==> src/rtl/spi_sfr_host.sv <==
// spi_sfr_host: SFR-bus sequencer that drives one spi_ms master (config, byte load, select, poll, readback).
// Define SPI_SFR_HOST_TIMEOUT_EN to bound the WAIT state with a 10-bit timeout counter.
module spi_sfr_host #(
    parameter int unsigned SS_IDX   = 0,
    parameter int unsigned GAP      = 8,
    parameter int unsigned TIMEOUT  = 1023,
    parameter logic [7:0]  SPSR_CLR = 8'h01
) (
    input  logic       clk,
    input  logic       rst_n,
    input  logic       cfg_wr,
    input  logic [1:0] cfg_mode,
    input  logic [7:0] cfg_div,
    input  logic       tx_valid,
    output logic       tx_ready,
    input  logic [7:0] tx_data,
    input  logic       tx_last,
    output logic       rx_valid,
    input  logic       rx_ready,
    output logic [7:0] rx_data,
    output logic       err_timeout,
    output logic [2:0] sfraddr_w,
    output logic [2:0] sfraddr_r,
    output logic       sfrwe,
    output logic [7:0] spidata_o,
    input  logic [7:0] sfrdatai,
    input  logic       intspi,
    output logic [7:0] spssn_o
);
    localparam int unsigned GW      = (GAP > 1) ? $clog2(GAP) : 1;
    localparam logic [2:0]  A_SPCR  = 3'h0;
    localparam logic [2:0]  A_SPSR  = 3'h1;
    localparam logic [2:0]  A_SPER  = 3'h2;
    localparam logic [2:0]  A_SPDR  = 3'h3;
    localparam logic [7:0]  SS_MASK = 8'h01 << SS_IDX;

    typedef enum logic [3:0] {
        ST_IDLE, ST_CFG_CTRL, ST_CFG_DIV, ST_LOAD, ST_START,
        ST_WAIT, ST_READ, ST_CAPTURE, ST_HOLD, ST_GAP
    } state_t;

    state_t          state_q, state_d;
    logic            cfg_done_q, cfg_done_d;
    logic            last_q, last_d;
    logic [GW-1:0]   gap_q, gap_d;
    logic            sfrwe_q, sfrwe_d;
    logic [2:0]      sfraddr_w_q, sfraddr_w_d;
    logic [2:0]      sfraddr_r_q, sfraddr_r_d;
    logic [7:0]      spidata_q, spidata_d;
    logic            rx_valid_q, rx_valid_d;
    logic [7:0]      rx_data_q, rx_data_d;
    logic [7:0]      ssn_q, ssn_d;
    logic            sel_off;
`ifdef SPI_SFR_HOST_TIMEOUT_EN
    localparam int unsigned TW = 10;
    logic [TW-1:0]   tmo_q, tmo_d;
    logic            err_q, err_d;
`endif

    assign sel_off     = |(ssn_q & SS_MASK);
    assign tx_ready    = (state_q == ST_IDLE) && cfg_done_q && !cfg_wr;
    assign rx_valid    = rx_valid_q;
    assign rx_data     = rx_data_q;
    assign sfrwe       = sfrwe_q;
    assign sfraddr_w   = sfraddr_w_q;
    assign sfraddr_r   = sfraddr_r_q;
    assign spidata_o   = spidata_q;
    assign spssn_o     = ssn_q;
`ifdef SPI_SFR_HOST_TIMEOUT_EN
    assign err_timeout = err_q;
`else
    assign err_timeout = 1'b0;
`endif

    // Next state; SFR outputs are registered from the state being entered.
    always_comb begin
        state_d     = state_q;
        cfg_done_d  = cfg_done_q;
        last_d      = last_q;
        gap_d       = gap_q;
        sfrwe_d     = 1'b0;
        sfraddr_w_d = sfraddr_w_q;
        sfraddr_r_d = sfraddr_r_q;
        spidata_d   = spidata_q;
        rx_valid_d  = rx_valid_q;
        rx_data_d   = rx_data_q;
        ssn_d       = ssn_q;
`ifdef SPI_SFR_HOST_TIMEOUT_EN
        tmo_d       = tmo_q;
        err_d       = 1'b0;
`endif
        unique case (state_q)
            ST_IDLE: begin
                if (cfg_wr && sel_off) begin
                    state_d     = ST_CFG_CTRL;
                    sfrwe_d     = 1'b1;
                    sfraddr_w_d = A_SPCR;
                    spidata_d   = {1'b0, 1'b1, 1'b0, 1'b1, cfg_mode, 2'b00};
                end else if (tx_valid && tx_ready) begin
                    state_d     = ST_LOAD;
                    last_d      = tx_last;
                    sfrwe_d     = 1'b1;
                    sfraddr_w_d = A_SPDR;
                    spidata_d   = tx_data;
                end
            end
            ST_CFG_CTRL: begin
                state_d     = ST_CFG_DIV;
                sfrwe_d     = 1'b1;
                sfraddr_w_d = A_SPER;
                spidata_d   = cfg_div;
            end
            ST_CFG_DIV: begin
                state_d    = ST_IDLE;
                cfg_done_d = 1'b1;
            end
            ST_LOAD: begin
                state_d = ST_START;
                ssn_d   = ssn_q & ~SS_MASK;
            end
            ST_START: begin
                state_d = ST_WAIT;
`ifdef SPI_SFR_HOST_TIMEOUT_EN
                tmo_d   = '0;
`endif
            end
            ST_WAIT: begin
                if (intspi) begin
                    state_d     = ST_READ;
                    sfraddr_r_d = A_SPDR;
                end
`ifdef SPI_SFR_HOST_TIMEOUT_EN
                // Give up on a transfer that never completes; the byte is dropped.
                else if (tmo_q == TW'(TIMEOUT - 1)) begin
                    state_d     = ST_GAP;
                    gap_d       = '0;
                    err_d       = 1'b1;
                    sfrwe_d     = 1'b1;
                    sfraddr_w_d = A_SPSR;
                    spidata_d   = SPSR_CLR;
                    ssn_d       = 8'hFF;
                end else begin
                    tmo_d = tmo_q + TW'(1);
                end
`endif
            end
            ST_READ: begin
                state_d     = ST_CAPTURE;
                sfrwe_d     = 1'b1;
                sfraddr_w_d = A_SPSR;
                spidata_d   = SPSR_CLR;
            end
            ST_CAPTURE: begin
                state_d    = ST_HOLD;
                rx_valid_d = 1'b1;
                rx_data_d  = sfrdatai;
            end
            ST_HOLD: begin
                if (rx_ready) begin
                    rx_valid_d = 1'b0;
                    if (last_q) begin
                        state_d = ST_GAP;
                        gap_d   = '0;
                        ssn_d   = 8'hFF;
                    end else begin
                        state_d = ST_IDLE;
                    end
                end
            end
            ST_GAP: begin
                if (gap_q == GW'(GAP - 1)) state_d = ST_IDLE;
                else                       gap_d   = gap_q + GW'(1);
            end
            default: state_d = ST_IDLE;
        endcase
    end

    always_ff @(posedge clk) begin
        if (!rst_n) begin
            state_q     <= ST_IDLE;
            cfg_done_q  <= 1'b0;
            last_q      <= 1'b0;
            gap_q       <= '0;
            sfrwe_q     <= 1'b0;
            sfraddr_w_q <= '0;
            sfraddr_r_q <= '0;
            spidata_q   <= '0;
            rx_valid_q  <= 1'b0;
            rx_data_q   <= '0;
            ssn_q       <= 8'hFF;
`ifdef SPI_SFR_HOST_TIMEOUT_EN
            tmo_q       <= '0;
            err_q       <= 1'b0;
`endif
        end else begin
            state_q     <= state_d;
            cfg_done_q  <= cfg_done_d;
            last_q      <= last_d;
            gap_q       <= gap_d;
            sfrwe_q     <= sfrwe_d;
            sfraddr_w_q <= sfraddr_w_d;
            sfraddr_r_q <= sfraddr_r_d;
            spidata_q   <= spidata_d;
            rx_valid_q  <= rx_valid_d;
            rx_data_q   <= rx_data_d;
            ssn_q       <= ssn_d;
`ifdef SPI_SFR_HOST_TIMEOUT_EN
            tmo_q       <= tmo_d;
            err_q       <= err_d;
`endif
        end
    end

endmodule

==> config.mk <==
export PLATFORM = sky130hd
export DESIGN_NAME = spi_sfr_host
export DESIGN_NICKNAME = d
export VERILOG_FILES = /design/src/rtl/spi_sfr_host.sv
export SDC_FILE = /design/constraint.sdc
export NUM_CORES = 1
export LEC_CHECK = 0
export CORE_ASPECT_RATIO = 1.75
export CORE_MARGIN = 2
export CORE_UTILIZATION = 35
export DETAILED_ROUTE_END_ITERATION = 8
export DONT_BUFFER_PORTS = 1
export PLACE_DENSITY = 0.5
export SYNTH_ARGS = -nofsm -noshare
export SYNTH_HDL_FRONTEND = slang
export SYNTH_SLANG_ARGS = --single-unit
export TNS_END_PERCENT = 10
==> constraint.sdc <==
create_clock -name clk -period 2 [get_ports clk]
set_input_delay 0.4 -clock clk [delete_from_list [all_inputs] [get_ports clk]]
set_output_delay 0.4 -clock clk [all_outputs]
set_load 0.02 [all_outputs]
==> summary.txt <==
Clock network
  • Post-CTS Setup Inserts: 0
  • Sink Count: 32
  • Post-CTS Hold Buffers: 0
  • CTS clock-pin slew for the worst setup and hold paths: 70 ps
  • TritonCTS buffer count: 5
  • TritonCTS clock tree: built
  • Worst skew pair latency: 280 ps
  • Max clock buf depth: 2
  • Root Buffer Master: clkbuf_8
  • H-tree depth: 2

Drt
  • Routed wire per std cell: 16.8 um
  • DRC viols: 0
  • Routed WL: 4.13 mm
  • Via Count: 1385
  • Antenna Nets Post-Route: 0
  • Initial DRC Count: 73
  • TritonRoute pass-1 iters: 4
  • Vias per Instance: 5.63

Global route
  • Number of global-route vias before repair: 1454
  • Grt total ovfl: 0
  • Largest net degree at the start of global routing: 32
  • Initial antenna violation count: 0
  • First-pass GRT wire length: 6.76 mm
  • Tot GR Track Use: 16.0%

Floorplan
  • Num rows: 33
  • Width of the die: 56.7 um
  • Die area: 5460 um^2
  • Total core area: 4710 um^2
  • Io pins: 67
  • Initial core utilization: 36.2%
  • Die Y-Extent: 96.3 um

Power and ir drop
  • Seq pwr share: 41.3%
  • Final Power: 2.53 mW
  • Comb pwr share: 39.7%
  • Maximum VDD drop: 688 uV
  • Lkg Pwr: 0.704 nW
  • Cell Int Power: 1.47 mW
  • Net Sw Frac: 41.9%
  • Pwr Density: 1420 nW/um^2
  • Clock power frac: 19.0%
  • Net Sw Power: 1.06 mW

Worst setup path
  • Critical path fanouts, max: 7
  • CP Capture Type: output pin
  • Type of origin of the critical path: register
  • Critical path class: reg -> out
  • CP arrival: 1550 ps
  • R2r worst-path depth: 4
  • CP required: 1600 ps

Place
  • Port Buffers: 0
  • Detail Placement HPWL: 3.08 mm
  • GPL Wtd Cong: 0.808
  • Post-Place Setup Slack: 147 ps
  • Placed cell area: 1700 um^2

Timing
  • Setup TNS: 0 ps
  • Final Setup Violations: 0
  • F_max: 513 MHz
  • Minimum clock period: 1950 ps
  • RSZ-0062 raised after global routing: false
  • Final Skew: 1.71 ps
  • Final worst-path cycle share: 97.5%
  • Final-report hold violation count: 0
  • Max-slew violations: 0
  • Post-route worst setup slack: 49.1 ps

Outcome
  • Outcome: finished, final reports clean

Min path
  • Hold path cells: 1
  • Hold Path Class: in -> reg

Synthesis
  • Post-synthesis compound-gate area fraction: 23.5%
  • Synth Cell Area: 1700 um^2
  • Dominant cell type by area after synthesis: dfxtp_1
  • Post-synthesis cell count: 199
  • Synth unique cells: 40
  • Post-synthesis mux area share: 1.76%
  • Simple-gate share of the synthesized area: 25.3%
  • Adder-Cell Fraction of Synth Area: 1.47%
  • Synth warnings: 0
  • Synth top area share: 37.6%
  • Sequential share of the synthesized area: 37.6%
  • Ys flop type: dfxtp_1
  • EDFF count, synth: 0
  • Number of synthesized register bits: 32
  • Top-count cell post-synth: dfxtp_1
  • Avg Synthesized Cell Area: 8.56 um^2
  • Main combinational cell family by area after synthesis: simple AND/OR/NAND/NOR gates
  • Ys async rst share: 0%
  • XOR/XNOR share of the synthesized area: 0.514%
  • Top cells by count, synth: dfxtp_1, nand2_1
  • Synth area leaders: dfxtp_1, nand2_1, a21boi_0

Final layout
  • P&R area growth vs syn: 4.77%
  • Nets: 229
  • Antenna diodes: 0
  • Final instance area: 1790 um^2
  • Share of cells above drive strength 1: 11.3%
  • Fin util: 37.9%
  • # fillers: 498

Flow run
  • Max-Cap Viols: 0
[final cells by class]
type	instances	area (um^2)	area share, %
inverter	2	7.51	0.420
tap	52	65.1	3.64
multi-input combinational	142	912	51.1
clock buffer	6	72.6	4.06
sequential	32	641	35.9
timing repair buffer	11	82.6	4.63
clock inverter	1	5.00	0.280
[metrics by stage]
| step | instances | hold WS [ps] |
|---|---|---|
| finish | 246 | 199 |
| global route | 246 | 187 |
| CTS | 246 | 182 |
| detailed placement | 239 | 450 |
| global placement | 239 | 434 |
| floorplan | 201 | 455 |
[cells in the final DEF (no fill, tap or decap), drive strengths merged, types with 4 or more instances in the layout]
cell type | synthesis | layout
buf | 15 | 11
a21boi | 10 | 10
nor2b | 8 | 8
o21a | 4 | 4
a21oi | 11 | 11
nand3 | 6 | 6
nor2 | 5 | 5
clkbuf | 10 | 6
nand3b | 4 | 4
nand2 | 26 | 26
o221a | 7 | 7
and3 | 7 | 7
o21ai | 9 | 9
nor3b | 6 | 6
nor3 | 7 | 7
dfxtp | 32 | 32
[flip-flops by register name (all words and copies together), names as in the netlist]
name        count
sfrwe           1
cfg_done_q      1
sfraddr_w       2
rx_data         8
last_q          1
sfraddr_r       1
rx_valid        1
spssn_o         2
gap_q           3
spidata_o       8
state_q         4
[worst max-delay path, stage by stage, from the launching register on]
cell and delay [ps]:
dfxtp_1 320, or4_4 610, nor3b_2 180, buf_4 160
[repair_timing]
| action | 4_1_cts | 5_1_grt |
|---|---|---|
| endpoints found under the setup margin | 1 | 1 |
| pin swaps | 1 | 1 |
| resized for setup | 1 | 0 |
[per-layer routing]
layer	share of wire [%]	routed length (um)	vias up	global-route usage, %
li1	-	-	683	-
met1	38	1570	647	16.5
met2	53	2180	50	29.6
met3	7.3	301	5	4.70
met4	1.8	73	0	7.17
met5	0	0	-	0
[power groups by stage]
stage / registers, mW / logic, mW / clock network, mW
finish: 1.05 / 1.00 / 0.481
global route: 1.07 / 1.11 / 0.518
CTS: 1.05 / 1.01 / 0.494
detailed placement: 1.06 / 0.997 / 0
global placement: 1.06 / 0.972 / 0
floorplan: 1.02 / 0.856 / 0
[final timing paths]
check	start	end	slack [ps]
max	state_q[3]$_SDFFE_PN0P_	tx_ready	50
min	rst_n	spssn_o[0]$_SDFFE_PN1P_	200
min reg2reg	spssn_o[6]$_SDFFE_PN1P_	spssn_o[6]$_SDFFE_PN1P_	460
max reg2reg	state_q[3]$_SDFFE_PN0P_	spidata_o[7]$_SDFFE_PN0P_	170
[cell families (layout without fill, tap and decap cells)]
| kind of cell | Yosys count | count (layout) |
|---|---|---|
| AOI/OAI and AO/OA | 53 | 53 |
| adders and majority gates | 2 | 2 |
| buffers and inverters | 27 | 20 |
| and+or+nand+nor | 80 | 80 |
| xor gates and xnor gates | 1 | 1 |
| DFF | 32 | 32 |
| muxes | 3 | 3 |
| other | 1 | 3 |
(Power assumes the default switching activity.)
